--- src/rtl/axi_lite_pkg.sv ---
// Shared definitions for the AXI-Lite master: response codes and FSM states.
package axi_lite_pkg;

  localparam logic [1:0] RESP_OKAY    = 2'b00;
  localparam logic [1:0] RESP_SLVERR  = 2'b10;
  localparam logic [1:0] RESP_DECERR  = 2'b11;
  // A watchdog expiry is reported to the local side with the DECERR code.
  localparam logic [1:0] RESP_TIMEOUT = RESP_DECERR;

  typedef enum logic [2:0] {
    IDLE,
    WR_REQ,
    WR_RESP,
    RD_REQ,
    RD_RESP,
    DONE
  } master_state_e;

  // States in which a bus transaction is in flight and the watchdog runs.
  function automatic logic is_active(master_state_e s);
    return (s == WR_REQ) || (s == WR_RESP) || (s == RD_REQ) || (s == RD_RESP);
  endfunction

endpackage

--- src/rtl/axi_lite_watchdog.sv ---
// Per-transaction cycle counter; flags expiry once TIMEOUT_CYCLES-1 is reached.
module axi_lite_watchdog #(
  parameter int TIMEOUT_CYCLES = 256
) (
  input  logic i_clk,
  input  logic i_reset,
  input  logic i_clear,
  input  logic i_enable,
  output logic o_expired
);

  localparam int CW = (TIMEOUT_CYCLES > 1) ? $clog2(TIMEOUT_CYCLES) : 1;
  localparam logic [CW-1:0] LIMIT = CW'(TIMEOUT_CYCLES - 1);

  logic [CW-1:0] r_count;

  // The count saturates at the limit so expiry stays asserted if a late
  // handshake keeps the transaction alive past the limit cycle.
  always_ff @(posedge i_clk) begin
    if (i_reset || i_clear) begin
      r_count <= '0;
    end else if (i_enable && (r_count != LIMIT)) begin
      r_count <= r_count + 1'b1;
    end
  end

  assign o_expired = (r_count == LIMIT);

endmodule

--- src/rtl/axi_lite_master.sv ---
// Single-outstanding AXI-Lite master driven by a local command/response handshake.
module axi_lite_master #(
  parameter int ADDR_WIDTH     = 32,
  parameter int DATA_WIDTH     = 32,
  parameter int TIMEOUT_CYCLES = 256
) (
  input  logic                  ACLK,
  input  logic                  ARESET,
  // local command side
  input  logic                  cmd_valid,
  output logic                  cmd_ready,
  input  logic                  cmd_write,
  input  logic [ADDR_WIDTH-1:0] cmd_addr,
  input  logic [DATA_WIDTH-1:0] cmd_wdata,
  // local response side
  output logic                  rsp_valid,
  input  logic                  rsp_ready,
  output logic [DATA_WIDTH-1:0] rsp_rdata,
  output logic [1:0]            rsp_resp,
  output logic                  rsp_timeout,
  // AXI-Lite write channels
  output logic [ADDR_WIDTH-1:0] AWADDR,
  output logic                  AWVALID,
  input  logic                  AWREADY,
  output logic [DATA_WIDTH-1:0] WDATA,
  output logic                  WVALID,
  input  logic                  WREADY,
  input  logic [1:0]            BRESP,
  input  logic                  BVALID,
  output logic                  BREADY,
  // AXI-Lite read channels
  output logic [ADDR_WIDTH-1:0] ARADDR,
  output logic                  ARVALID,
  input  logic                  ARREADY,
  input  logic [DATA_WIDTH-1:0] RDATA,
  input  logic                  RVALID,
  output logic                  RREADY
);

  import axi_lite_pkg::*;

  master_state_e         r_state;
  logic                  r_cmd_ready;
  logic [ADDR_WIDTH-1:0] r_awaddr;
  logic                  r_awvalid;
  logic [DATA_WIDTH-1:0] r_wdata;
  logic                  r_wvalid;
  logic                  r_bready;
  logic [ADDR_WIDTH-1:0] r_araddr;
  logic                  r_arvalid;
  logic                  r_rready;
  logic                  r_rsp_valid;
  logic [DATA_WIDTH-1:0] r_rsp_rdata;
  logic [1:0]            r_rsp_resp;
  logic                  r_rsp_timeout;

  logic w_wd_clear;
  logic w_wd_enable;
  logic w_wd_expired;
  logic w_aw_hs;
  logic w_w_hs;
  logic w_aw_open;
  logic w_w_open;
  logic w_progress;
  logic w_timeout;

  assign w_wd_clear  = (r_state == IDLE);
  assign w_wd_enable = is_active(r_state);

  axi_lite_watchdog #(
    .TIMEOUT_CYCLES(TIMEOUT_CYCLES)
  ) u_watchdog (
    .i_clk    (ACLK),
    .i_reset  (ARESET),
    .i_clear  (w_wd_clear),
    .i_enable (w_wd_enable),
    .o_expired(w_wd_expired)
  );

  // Decode handshakes this cycle; any handshake counts as progress and beats the watchdog.
  always_comb begin
    w_aw_hs    = r_awvalid & AWREADY;
    w_w_hs     = r_wvalid & WREADY;
    w_aw_open  = r_awvalid & ~AWREADY;
    w_w_open   = r_wvalid & ~WREADY;
    w_progress = 1'b0;
    case (r_state)
      WR_REQ:  w_progress = w_aw_hs | w_w_hs;
      WR_RESP: w_progress = BVALID;
      RD_REQ:  w_progress = ARREADY;
      RD_RESP: w_progress = RVALID;
      default: w_progress = 1'b0;
    endcase
    w_timeout = w_wd_expired & w_wd_enable & ~w_progress;
  end

  // Transaction FSM with all bus and response outputs registered.
  always_ff @(posedge ACLK) begin
    if (ARESET) begin
      r_state       <= IDLE;
      r_cmd_ready   <= 1'b0;
      r_awaddr      <= '0;
      r_awvalid     <= 1'b0;
      r_wdata       <= '0;
      r_wvalid      <= 1'b0;
      r_bready      <= 1'b0;
      r_araddr      <= '0;
      r_arvalid     <= 1'b0;
      r_rready      <= 1'b0;
      r_rsp_valid   <= 1'b0;
      r_rsp_rdata   <= '0;
      r_rsp_resp    <= RESP_OKAY;
      r_rsp_timeout <= 1'b0;
    end else if (w_timeout) begin
      r_awvalid     <= 1'b0;
      r_wvalid      <= 1'b0;
      r_arvalid     <= 1'b0;
      r_bready      <= 1'b0;
      r_rready      <= 1'b0;
      r_rsp_valid   <= 1'b1;
      r_rsp_rdata   <= '0;
      r_rsp_resp    <= RESP_TIMEOUT;
      r_rsp_timeout <= 1'b1;
      r_state       <= DONE;
    end else begin
      case (r_state)
        IDLE: begin
          r_cmd_ready <= 1'b1;
          if (cmd_valid && r_cmd_ready) begin
            r_cmd_ready <= 1'b0;
            if (cmd_write) begin
              r_awaddr  <= cmd_addr;
              r_wdata   <= cmd_wdata;
              r_awvalid <= 1'b1;
              r_wvalid  <= 1'b1;
              r_state   <= WR_REQ;
            end else begin
              r_araddr  <= cmd_addr;
              r_arvalid <= 1'b1;
              r_state   <= RD_REQ;
            end
          end
        end
        WR_REQ: begin
          if (w_aw_hs) r_awvalid <= 1'b0;
          if (w_w_hs)  r_wvalid  <= 1'b0;
          if (!w_aw_open && !w_w_open) begin
            r_bready <= 1'b1;
            r_state  <= WR_RESP;
          end
        end
        WR_RESP: begin
          if (BVALID) begin
            r_bready      <= 1'b0;
            r_rsp_valid   <= 1'b1;
            r_rsp_rdata   <= '0;
            r_rsp_resp    <= BRESP;
            r_rsp_timeout <= 1'b0;
            r_state       <= DONE;
          end
        end
        RD_REQ: begin
          if (ARREADY) begin
            r_arvalid <= 1'b0;
            r_rready  <= 1'b1;
            r_state   <= RD_RESP;
          end
        end
        RD_RESP: begin
          if (RVALID) begin
            r_rready      <= 1'b0;
            r_rsp_valid   <= 1'b1;
            r_rsp_rdata   <= RDATA;
            r_rsp_resp    <= RESP_OKAY;
            r_rsp_timeout <= 1'b0;
            r_state       <= DONE;
          end
        end
        DONE: begin
          if (rsp_ready) begin
            r_rsp_valid <= 1'b0;
            r_cmd_ready <= 1'b1;
            r_state     <= IDLE;
          end
        end
        default: r_state <= IDLE;
      endcase
    end
  end

  assign cmd_ready   = r_cmd_ready;
  assign rsp_valid   = r_rsp_valid;
  assign rsp_rdata   = r_rsp_rdata;
  assign rsp_resp    = r_rsp_resp;
  assign rsp_timeout = r_rsp_timeout;
  assign AWADDR      = r_awaddr;
  assign AWVALID     = r_awvalid;
  assign WDATA       = r_wdata;
  assign WVALID      = r_wvalid;
  assign BREADY      = r_bready;
  assign ARADDR      = r_araddr;
  assign ARVALID     = r_arvalid;
  assign RREADY      = r_rready;

endmodule

--- config.mk ---
export PLATFORM = sky130hd
export DESIGN_NAME = axi_lite_master
export DESIGN_NICKNAME = d
export VERILOG_FILES = /design/src/rtl/axi_lite_pkg.sv /design/src/rtl/axi_lite_watchdog.sv /design/src/rtl/axi_lite_master.sv
export SDC_FILE = /design/constraint.sdc
export NUM_CORES = 1
export LEC_CHECK = 0
export BUFFER_PORTS_ARGS = -buffer_cell sky130_fd_sc_hd__clkbuf_2
export CORE_UTILIZATION = 35
export DETAILED_ROUTE_END_ITERATION = 6
export GPL_TIMING_DRIVEN = 1
export SLEW_MARGIN = 25
export SYNTH_ARGS = -nofsm -noshare
export SYNTH_HDL_FRONTEND = slang
export SYNTH_SLANG_ARGS = --single-unit
--- constraint.sdc ---
create_clock -name ACLK -period 1.6 [get_ports ACLK]
set_input_delay 0.08 -clock ACLK [delete_from_list [all_inputs] [get_ports ACLK]]
set_output_delay 0.08 -clock ACLK [all_outputs]
set_load 0.01 [all_outputs]
# Word-level counts from Yosys, hierarchy flattened
# Cells that the tools add are included.
# totals
output_inout_bits	138
ff_bits	149
elab_cells	127
# classes
muxes	43
n_bitwise	12
addsub	1
reduce_logical	32
n_eq_ne	23
# ops
cell	count
32-bit 2-to-1 mux	2
32-bit one-hot mux with 2 select lines	1
4-bit AND reduction	6
3-bit 2-to-1 mux	7
1-bit 2-to-1 mux	18
2-bit inequality test, second input constant	9
3-bit one-hot mux with 6 select lines	1
3-bit inequality test, second input constant	5
3-bit AND reduction	5
1-bit one-hot mux with 2 select lines	7
6-bit AND reduction	2
2-bit nonzero test	6
8-bit by 1-bit adder with 8-bit output, second input constant	1
8-bit == test, second input constant	1
2-bit 2-to-1 mux	4
8-bit inequality test, second input constant	1
1-bit bitwise AND	6
3-bit by 2-bit == test with 1-bit output, second input constant	2
3-bit == test, second input constant	2
1-bit inverter	5
1-bit logical OR	4
1-bit one-hot mux with 4 select lines	1
2-bit one-hot mux with 2 select lines	1
4-bit nonzero test	1
10 further kinds	13

# Longest topological paths before layout
# Gate-level depths: netlist of run 1.
# logic_depth
depth_word	8
mapped_depth	8

# Cells and area by module
# A second synthesis of run 1 with hierarchy kept.
# hier_totals
hier_cells	702
hier_area_um2	5700.5
# by_module_without_submodules
mod	area_per_inst_um2	seq_area_each_um2	instances	cells_each
axi_lite_master	5275.1	2822.7	1	653
axi_lite_watchdog	425.4	160.2	1	49

# Least setup slack after synthesis of run 1
# No wires, ideal clock.
# synth_timing
kind	reg2reg
start	reg r_state[0]
end	reg r_awaddr[14], in the netlist AWADDR[14]
synth_period_minus_slack_ps	1677
setup_slack_ps	-77
setup_time_ps	132
t_arrival_ps	1545
stages_incl_launch_ff	8
path_cell_list	dfxtp_1 -> buf_6 -> or2_4 -> or4_1 -> buf_4 -> buf_6 -> nand2_1 -> a21oi_1
# synth_between
elab_chain_len	8
elab_cells_between_ends	14
classes_between	eq/ne: 4; mux: 1; bitwise: 4; reduce/logical: 5
# synth_lines
item	line_no	source
start: declaration	axi_lite_master.sv:42	master_state_e r_state;
start signal: assignment	axi_lite_master.sv:100	r_state <= IDLE;
start signal: assignment	axi_lite_master.sv:124	r_state <= DONE;
start signal: assignment	axi_lite_master.sv:136	r_state <= WR_REQ;
3-bit by 1-bit == test with 1-bit output / 3-bit by 2-bit == test with 1-bit output (equally long branches)	axi_lite_pkg.sv:21, axi_lite_master.sv:87	
1-bit logical OR (3 in series)	axi_lite_pkg.sv:21	return (s == WR_REQ) || (s == WR_RESP) || (s == RD_REQ) || (s == RD_RESP);
1-bit bitwise AND (2 in series)	axi_lite_master.sv:94	w_timeout = w_wd_expired & w_wd_enable & ~w_progress;
1-bit inverter (no source line)	-	
4-bit AND reduction (no source line) *	-	
end signal: assignment	axi_lite_master.sv:132	r_awaddr <= cmd_addr;
end: declaration	axi_lite_master.sv:44	logic [ADDR_WIDTH-1:0] r_awaddr;
# Mark *: on every way between the ends. The rest lies on a longest branch, timed or not.
# A chain may end at the register's enable or synchronous reset.

# Final worst setup path of run 1
# layout_timing
start	reg r_state[1]
end	reg r_araddr[5], in the netlist ARADDR[5]
# layout_between
elab_chain_len	8
elab_cells_between_ends	14
classes_between	eq/ne: 4; mux: 1; bitwise: 4; reduce/logical: 5
# layout_lines
item	line_no	source
3-bit by 1-bit == test with 1-bit output / 3-bit by 2-bit == test with 1-bit output (equally long branches)	axi_lite_pkg.sv:21, axi_lite_master.sv:87	
1-bit logical OR (3 in series)	axi_lite_pkg.sv:21	
1-bit bitwise AND (2 in series)	axi_lite_master.sv:94	
1-bit inverter (no source line)	-	
4-bit AND reduction (no source line) *	-	
end signal: assignment	axi_lite_master.sv:138	r_araddr <= cmd_addr;
end: declaration	axi_lite_master.sv:49	logic [ADDR_WIDTH-1:0] r_araddr;
# Marks and branches as above.

==> results of run 1 <==
-- state kept, by name (all words and copies together) (netlist names), 2 cells and up --
name and cells:
r_state 3, rsp_rdata 32, AWADDR 32, u_watchdog.r_count 8, WDATA 32, rsp_resp 2
ARADDR 32
-- placed cells by master, fill, tap and decap left out, types with 4 or more instances in the layout --
master	netlist	routed
a21oi_1	110	104
a21oi_2	0	5
and2_1	33	33
buf_12	0	11
buf_4	11	34
buf_6	10	12
bufinv_16	0	4
clkbuf_16	0	20
clkbuf_2	0	243
dfxtp_1	149	141
dfxtp_2	0	6
dlygate4sd3_1	0	79
inv_1	5	5
mux2i_1	33	32
nand2_1	200	200
nand2b_1	5	5
nand3_1	8	7
nand3b_1	5	5
nor2_1	41	37
o21ai_0	6	5
-- critical path: cells and delay by family (launching register included) --
family / cells / cell delay [ps]
and+or+nand+nor: 3 / 910
DFF: 1 / 340
buffers and inverters: 1 / 190
AOI/OAI and AO/OA: 1 / 70
-- repair_timing --
item,CTS,global route
pin swaps,1,11
gates cloned,1,5
resized for setup,9,51
hold endpoints to repair,111,1
setup endpoints to repair,139,144
setup buffers,0,7
-- power by group through the flow --
stage,clock [mW],sequential [mW],combinational [mW]
finish,4.17,4.29,3.82
global route,4.44,4.34,4.16
CTS,4.27,4.27,3.47
detailed placement,0,4.35,3.22
global placement,0,4.34,3.21
floorplan,0,4.45,1.80
-- layout make-up --
type | count | area (um^2)
sequential | 149 | 3000
tap | 216 | 270
inverter | 5 | 18.8
multi-input combinational | 490 | 2680
fill | 1431 | 6740
timing repair buffer | 384 | 2740
clock buffer | 20 | 467
clock inverter | 8 | 151
-- layer usage --
metal	vias up	share of wire, %
met1	2685	46
met5	-	0
met4	0	0.67
met3	10	6.9
li1	3012	-
met2	214	46
-- cell families after synthesis --
| kind of cell | after synthesis | synth area share, % |
|---|---|---|
| simple gates | 318 | 24.2 |
| buf+inv | 56 | 5.81 |
| fa+ha+maj | 1 | 0.214 |
| flops | 149 | 51.1 |
| compound gates | 135 | 12.5 |
| mux | 33 | 5.66 |
| xor+xnor | 3 | 0.450 |
-- path summary, 6_finish.rpt --
path                      to  slack (ps)  depth (start not counted)
hold / removal    r_state[2]          10                          2
hold reg to reg   ARADDR[30]         450                          2
setup reg to reg   ARADDR[5]         -40                          5
setup / recovery   ARADDR[5]         -40                          5
==> results.txt, run 1 <==
The flow ran to the end, but the final reports show violations. The checks that failed: setup timing. TritonCTS built the clock tree. The total of endpoints with negative setup slack in the final report is 68. The number of nets handed over by synthesis was 804. Leaving out filler cells and counting taps, the final layout contains 1,272. The kind of capture point of the worst setup path is a register. The remaining antenna violation count is 0. The count of unresolved DRC violations after routing is 0. The worst setup path is of the register to register kind. Before antenna repair, the detailed router went through 4 iterations. Sorting the synthesized cells by how often they occur yields nand2_1 (200), dfxtp_1 (149), a21oi_1 (110).

The transition time at the pin with the least slew margin came out at 423 ps. The placed instances occupy a cell area of 7520 um^2. Clock tree synthesis inserted a total of 17 buffers. The number of hold violations in the final report is 0. For the final database, setup skew stands at 8.09 ps.

The root buffer cell chosen for the clock tree is clkbuf_16. The switching share of power is 29.5%. Measured against its own limit, the worst slew margin works out to 71.8%. The routed layout has 5,921 vias. Of the total power, registers draw 35.0%.

The post-layout worst setup margin came out at -45.0 ps. The wire length per cell after detailed routing is 14.0 um. After routing the design area is 9320 um^2. The number of register bits inferred by synthesis came out at 149.

OpenSTA, run right after detailed placement, puts the worst setup slack at -82.7 ps. The utilization after layout is 58.0%. The first global-routing pass estimated 28.1 mm of wire.

Sequential cells were found to cover 51.1% of the synthesized design area. The width of the die came out at 131 um. The analysis attributes to net switching a power of 3.62 mW. The part of the power in the clock network is 33.9%. For this design the static power due to leakage is 3.93 nW.

Clock-pin slew was measured on the worst setup and hold paths at 60 ps. The number of distinct standard cells referenced by the synthesized netlist came out at 44. The area added between synthesis and finish came out at 59.7%. The violation count after the first detailed-route iteration is 254. The met2 track demand over resource came out at 33.2%. The hold path startpoint is ARESET. The setup TNS after final layout came out at -1500 ps. The clock insertion delay at the later pin of the skew report is 410 ps.

The critical path arrival came out at 1920 ps. The initial antenna violation count came out at 0. The design draws 12.3 mW. The count of buffers from port buffering came out at 245.

The worst hold slack came out at 11.8 ps. The routing usage on met1 came out at 25.9%. The instance count after placement with tap cells included is 1,153.

The delay of the slowest cell on the worst path came out at 550 ps. The number of synthesized flops with an enable pin is 0. The wire length reported by the detailed router came out at 17.8 mm. The starting density of the core came out at 36.4%.

The detailed placement HPWL is 11.6 mm. The total congestion overflow after global routing came out at 0. The clock tree synthesis step divided the H-tree into 4 levels. In this run the worst setup path begins at r_state[1]. The total routing usage reported by global routing came out at 20.2%. The worst setup path is launched from a register.

246 I/O pins were placed. The layer flagged by global routing as most heavily used is met2. The total core area came out at 16,100 um^2. The number of global-route vias before repair is 5,510. The critical-path maximum fanout is 16. The synthesized netlist cell count is 695.

The proportion of layout cells with a drive suffix above 1 came out at 35.3%. Among all cell types in the netlist, the one instantiated most often is nand2_1. The weighted congestion reported at the end of routability-driven placement came out at 0.780. 0 antenna diodes ended up in the layout. The fraction of synthesis flops using an asynchronous set or reset pin came out at 0%. Combinational logic is responsible for 31.1% of the overall power. Entering global routing, the biggest net connects 90 pins.

The fraction of synthesized cell area taken by the top area cell type came out at 51.1%. Yosys printed 0 warnings. The number of maximum-capacitance constraint violations came out at 0. After layout, the minimum clock period comes to 1640 ps. The library cell contributing the largest single delay on the critical path is or4_4. The worst register-to-register path begins at r_state[1]. The floorplan die area came out at 17,200 um^2. The met3 track demand over resource came out at 5.59%. The synthesized area divided by synthesized cell count is 8.40 um^2. In this run the cell area of the synthesized design comes to 5840 um^2. The primary flip-flop cell chosen by synthesis mapping is dfxtp_1. The TritonCTS sink count came out at 149. The total count of max-transition violations in the final report is 0. The die height came out at 131 um.

dfxtp_1 takes more of the synthesized area than any other cell. The path class of the tightest hold or removal check is input port to register. The hold buffer count at cts came out at 79. The critical path goes through or2_4, or4_4, buf_12, nand2_1, a21oi_1. The cell area power density is 1320 nW/um^2. At the worst endpoint, the required time is 1880 ps. The cell-internal power is 8.67 mW.

After synthesis, the cell types taking the most area are dfxtp_1 (51%), nand2_1 (13%), a21oi_1 (9.4%). The fmax came out at 0.608 GHz. The number of placement rows is 46. The peak supply drop is 0.733 mV.

The ratio of routed vias to standard cells came out at 4.65. The number of buffers on the longest clock path came out at 2. For this run, the post-layout net count is 1,156. After layout, the worst path uses 103% of the clock period. Setup repair after global routing could not meet its margin everywhere.
Note: power is estimated with default switching activity, not from simulation.
==> run 2, diff against run 1 <==
Settings changed: RECOVER_POWER from default to 100.
==> results.txt, run 2 (same netlist as run 1, synthesis figures left out) <==
The run finished, with violations left. The checks that failed: setup timing. The hold buffer count at cts came to 79 (unchanged). The switching power of the nets came out at 3.62 mW (+0.16%). The depth of the worst register-to-register path is 5 (unchanged). The type of origin of the critical path is a register. The utilization after layout came out at 57.0% (-1.1 points). The count of nets after finishing came out at 1,156 (unchanged). The number of buffers on the longest clock path came out at 2 (unchanged). The width of the die is 131 um (unchanged).

The cell area power density is 1340 nW/um^2 (+1.3%). The number of hold violations in the final report came out at 0 (unchanged). The die height is 131 um (unchanged). The number of I/O pins is 246 (unchanged). The count of unresolved DRC violations after routing is 0 (unchanged). The combinational cell fraction of total power came out at 30.7% (-0.4 points). The number of cells on the worst hold path came out at 2 (unchanged).

The cell-internal power came to 8.59 mW (-0.84%). The switching share of power came out at 29.7% (+0.21 points). Setup repair after global routing could not meet its margin everywhere. In the layout the commonest cells are nand2_1 (200), dfxtp_1 (141), clkbuf_1 (138). The starting density of the core is 36.4% (unchanged).

The post-placement setup slack came out at -82.7 ps (unchanged). The end point of the worst hold path is r_state[2]. The clock insertion delay at the later pin of the skew report is 410 ps (about the same). The peak supply drop came out at 0.734 mV (+0.13%).

The total routing usage reported by global routing came out at 20.2% (unchanged). The total power draw is 12.2 mW (-0.55%). The proportion of layout cells with a drive suffix above 1 is 22.3% (-13 points). The number of antenna repair diodes is 0 (unchanged). The weighted congestion reported at the end of routability-driven placement came out at 0.780 (unchanged). The remaining antenna violation count is 0 (unchanged). The part of the power in registers is 35.1% (about the same).

The setup TNS after final layout came out at -1600 ps (-109 ps). The critical-path maximum fanout is 16 (unchanged). The startpoint identified for the worst hold timing path is ARESET.

The total iterations of the first detailed-routing run is 4 (unchanged). The worst slew margin relative to its limit is 72.6% (+0.77 points). The count of buffers from port buffering is 245 (unchanged). The time the worst path needs with I/O delays and setup came to 1650 ps (+2.51 ps). The number of maximum-capacitance constraint violations came out at 0 (unchanged).

The endpoint identified for the worst register-to-register timing path is ARADDR[5]. The area added between synthesis and finish is 56.7%. The worst register-to-register path begins at r_state[1]. The violation count after the first detailed-route iteration came out at 266 (+4.7%).

The wire length per cell after detailed routing came out at 14.1 um (+0.47%). The worst-case clock skew came to 7.48 ps (-0.609 ps). The transition time at the pin with the least slew margin is 409 ps (-13.4 ps). The first-pass GRT wire length is 28.1 mm (unchanged). The clock tree root driver cell is clkbuf_16. The path class of the tightest hold or removal check is input port to register. The clock slew seen by the registers of the worst setup and hold paths came to 60 ps (about the same). The floorplan die area came to 17,200 um^2 (unchanged). The initial antenna violation count was 0 (unchanged). The total vias in the final route came out at 5,935 (+0.24%). The static leakage is 3.46 nW (-12%). The post-route fraction of the period consumed by the critical path came to 103% (+0.16 points). The register-to-register path setup slack came to -50 ps (about the same). The ratio of routed vias to standard cells came to 4.67 (+0.24%). The largest net degree at the start of global routing came to 90 (unchanged). The post-layout worst setup margin is -47.5 ps (-2.51 ps). The maximum level of the CTS H-tree came to 4 (unchanged). The worst hold slack came out at 9.97 ps (-1.88 ps). The start-to-end type of the worst setup path is register to register. The total congestion overflow after global routing is 0 (unchanged). The part of the power in the clock network came out at 34.1% (+0.2 points). The required time of the critical path came to 1880 ps (about the same). The TritonCTS sink count came to 149 (unchanged). The filler cell count in the final layout came to 1,509 (+5.5%). The number of buffers inserted during clock tree synthesis came out at 17 (unchanged). The number of placement rows is 46 (unchanged). STA classifies the critical path endpoint as a register.

The total count of max-transition violations in the final report is 0 (unchanged). TritonCTS built the clock tree. The total of endpoints with negative setup slack in the final report came out at 68 (unchanged). The critical path arrival is 1920 ps (about the same).

The wire length reported by the detailed router is 17.9 mm (+0.47%). The detailed placement HPWL is 11.6 mm (unchanged). Leaving out fill and tap cells, the most frequent cell in the layout is nand2_1. The fmax was 0.607 GHz (-0.15%).

The number of global-route vias before repair came to 5,510 (unchanged). The total core area came out at 16,100 um^2 (unchanged).
-- run 2: routing by layer --
layer / share of wire (%) / track usage, % / routed length [um]
met1: 47 / 25.9 / 8350
met2: 47 / 33.2 / 8360
met3: 6.1 / 5.59 / 1100
met4: 0.67 / 5.23 / 120
met5: 0 / 0 / 0
-- run 2: layout make-up --
type                       count  area (um^2)  area share, %
clock buffer                  20          467           5.10
clock inverter                 8          151           1.65
inverter                       5         18.8          0.205
multi-input combinational    490         2680           29.3
sequential                   149         3000           32.8
tap                          216          270           2.95
timing repair buffer         384         2560           28.0
-- run 2: critical path, stage by stage (launching register included) --
cell	delay, ps
dfxtp_2	340
or2_4	290
or4_4	550
buf_12	190
nand2_1	80
a21oi_1	70
-- run 2: worst max path at each step --
stage,from,end,slack [ps],depth (start not counted)
final,r_state[1],ARADDR[5],-50,5
after global placement,r_state[2],rsp_rdata[19],-70,5
after floorplan,r_state[0],AWADDR[14],-60,7
after global routing,r_state[1],rsp_rdata[14],-120,8
after detailed placement,r_state[2],rsp_rdata[29],-80,5
after CTS,r_state[0],rsp_rdata[29],-40,6
-- run 2: what timing repair did --
item | in CTS | in global routing
setup buffers | 0 | 7
pin swaps | 1 | 11
cloned | 1 | 5
setup endpoints to repair | 139 | 144
hold endpoints to repair | 111 | 1
resized for setup | 9 | 51
-- run 2: stage by stage --
step	instance area (um^2)	instances
2_1_floorplan	5850	695
6_report	9150	1272
3_3_place_gp	7520	1153
4_1_cts	8980	1261
5_1_grt	9150	1272
3_5_place_dp	7520	1153
-- run 2: power groups by stage --
| stage | logic [mW] | clock network (mW) | registers, mW |
|---|---|---|---|
| floorplan | 1.80 | 0 | 4.45 |
| global placement | 3.21 | 0 | 4.34 |
| detailed placement | 3.22 | 0 | 4.35 |
| CTS | 3.47 | 4.27 | 4.27 |
| global route | 4.09 | 4.44 | 4.34 |
| finish | 3.75 | 4.17 | 4.29 |
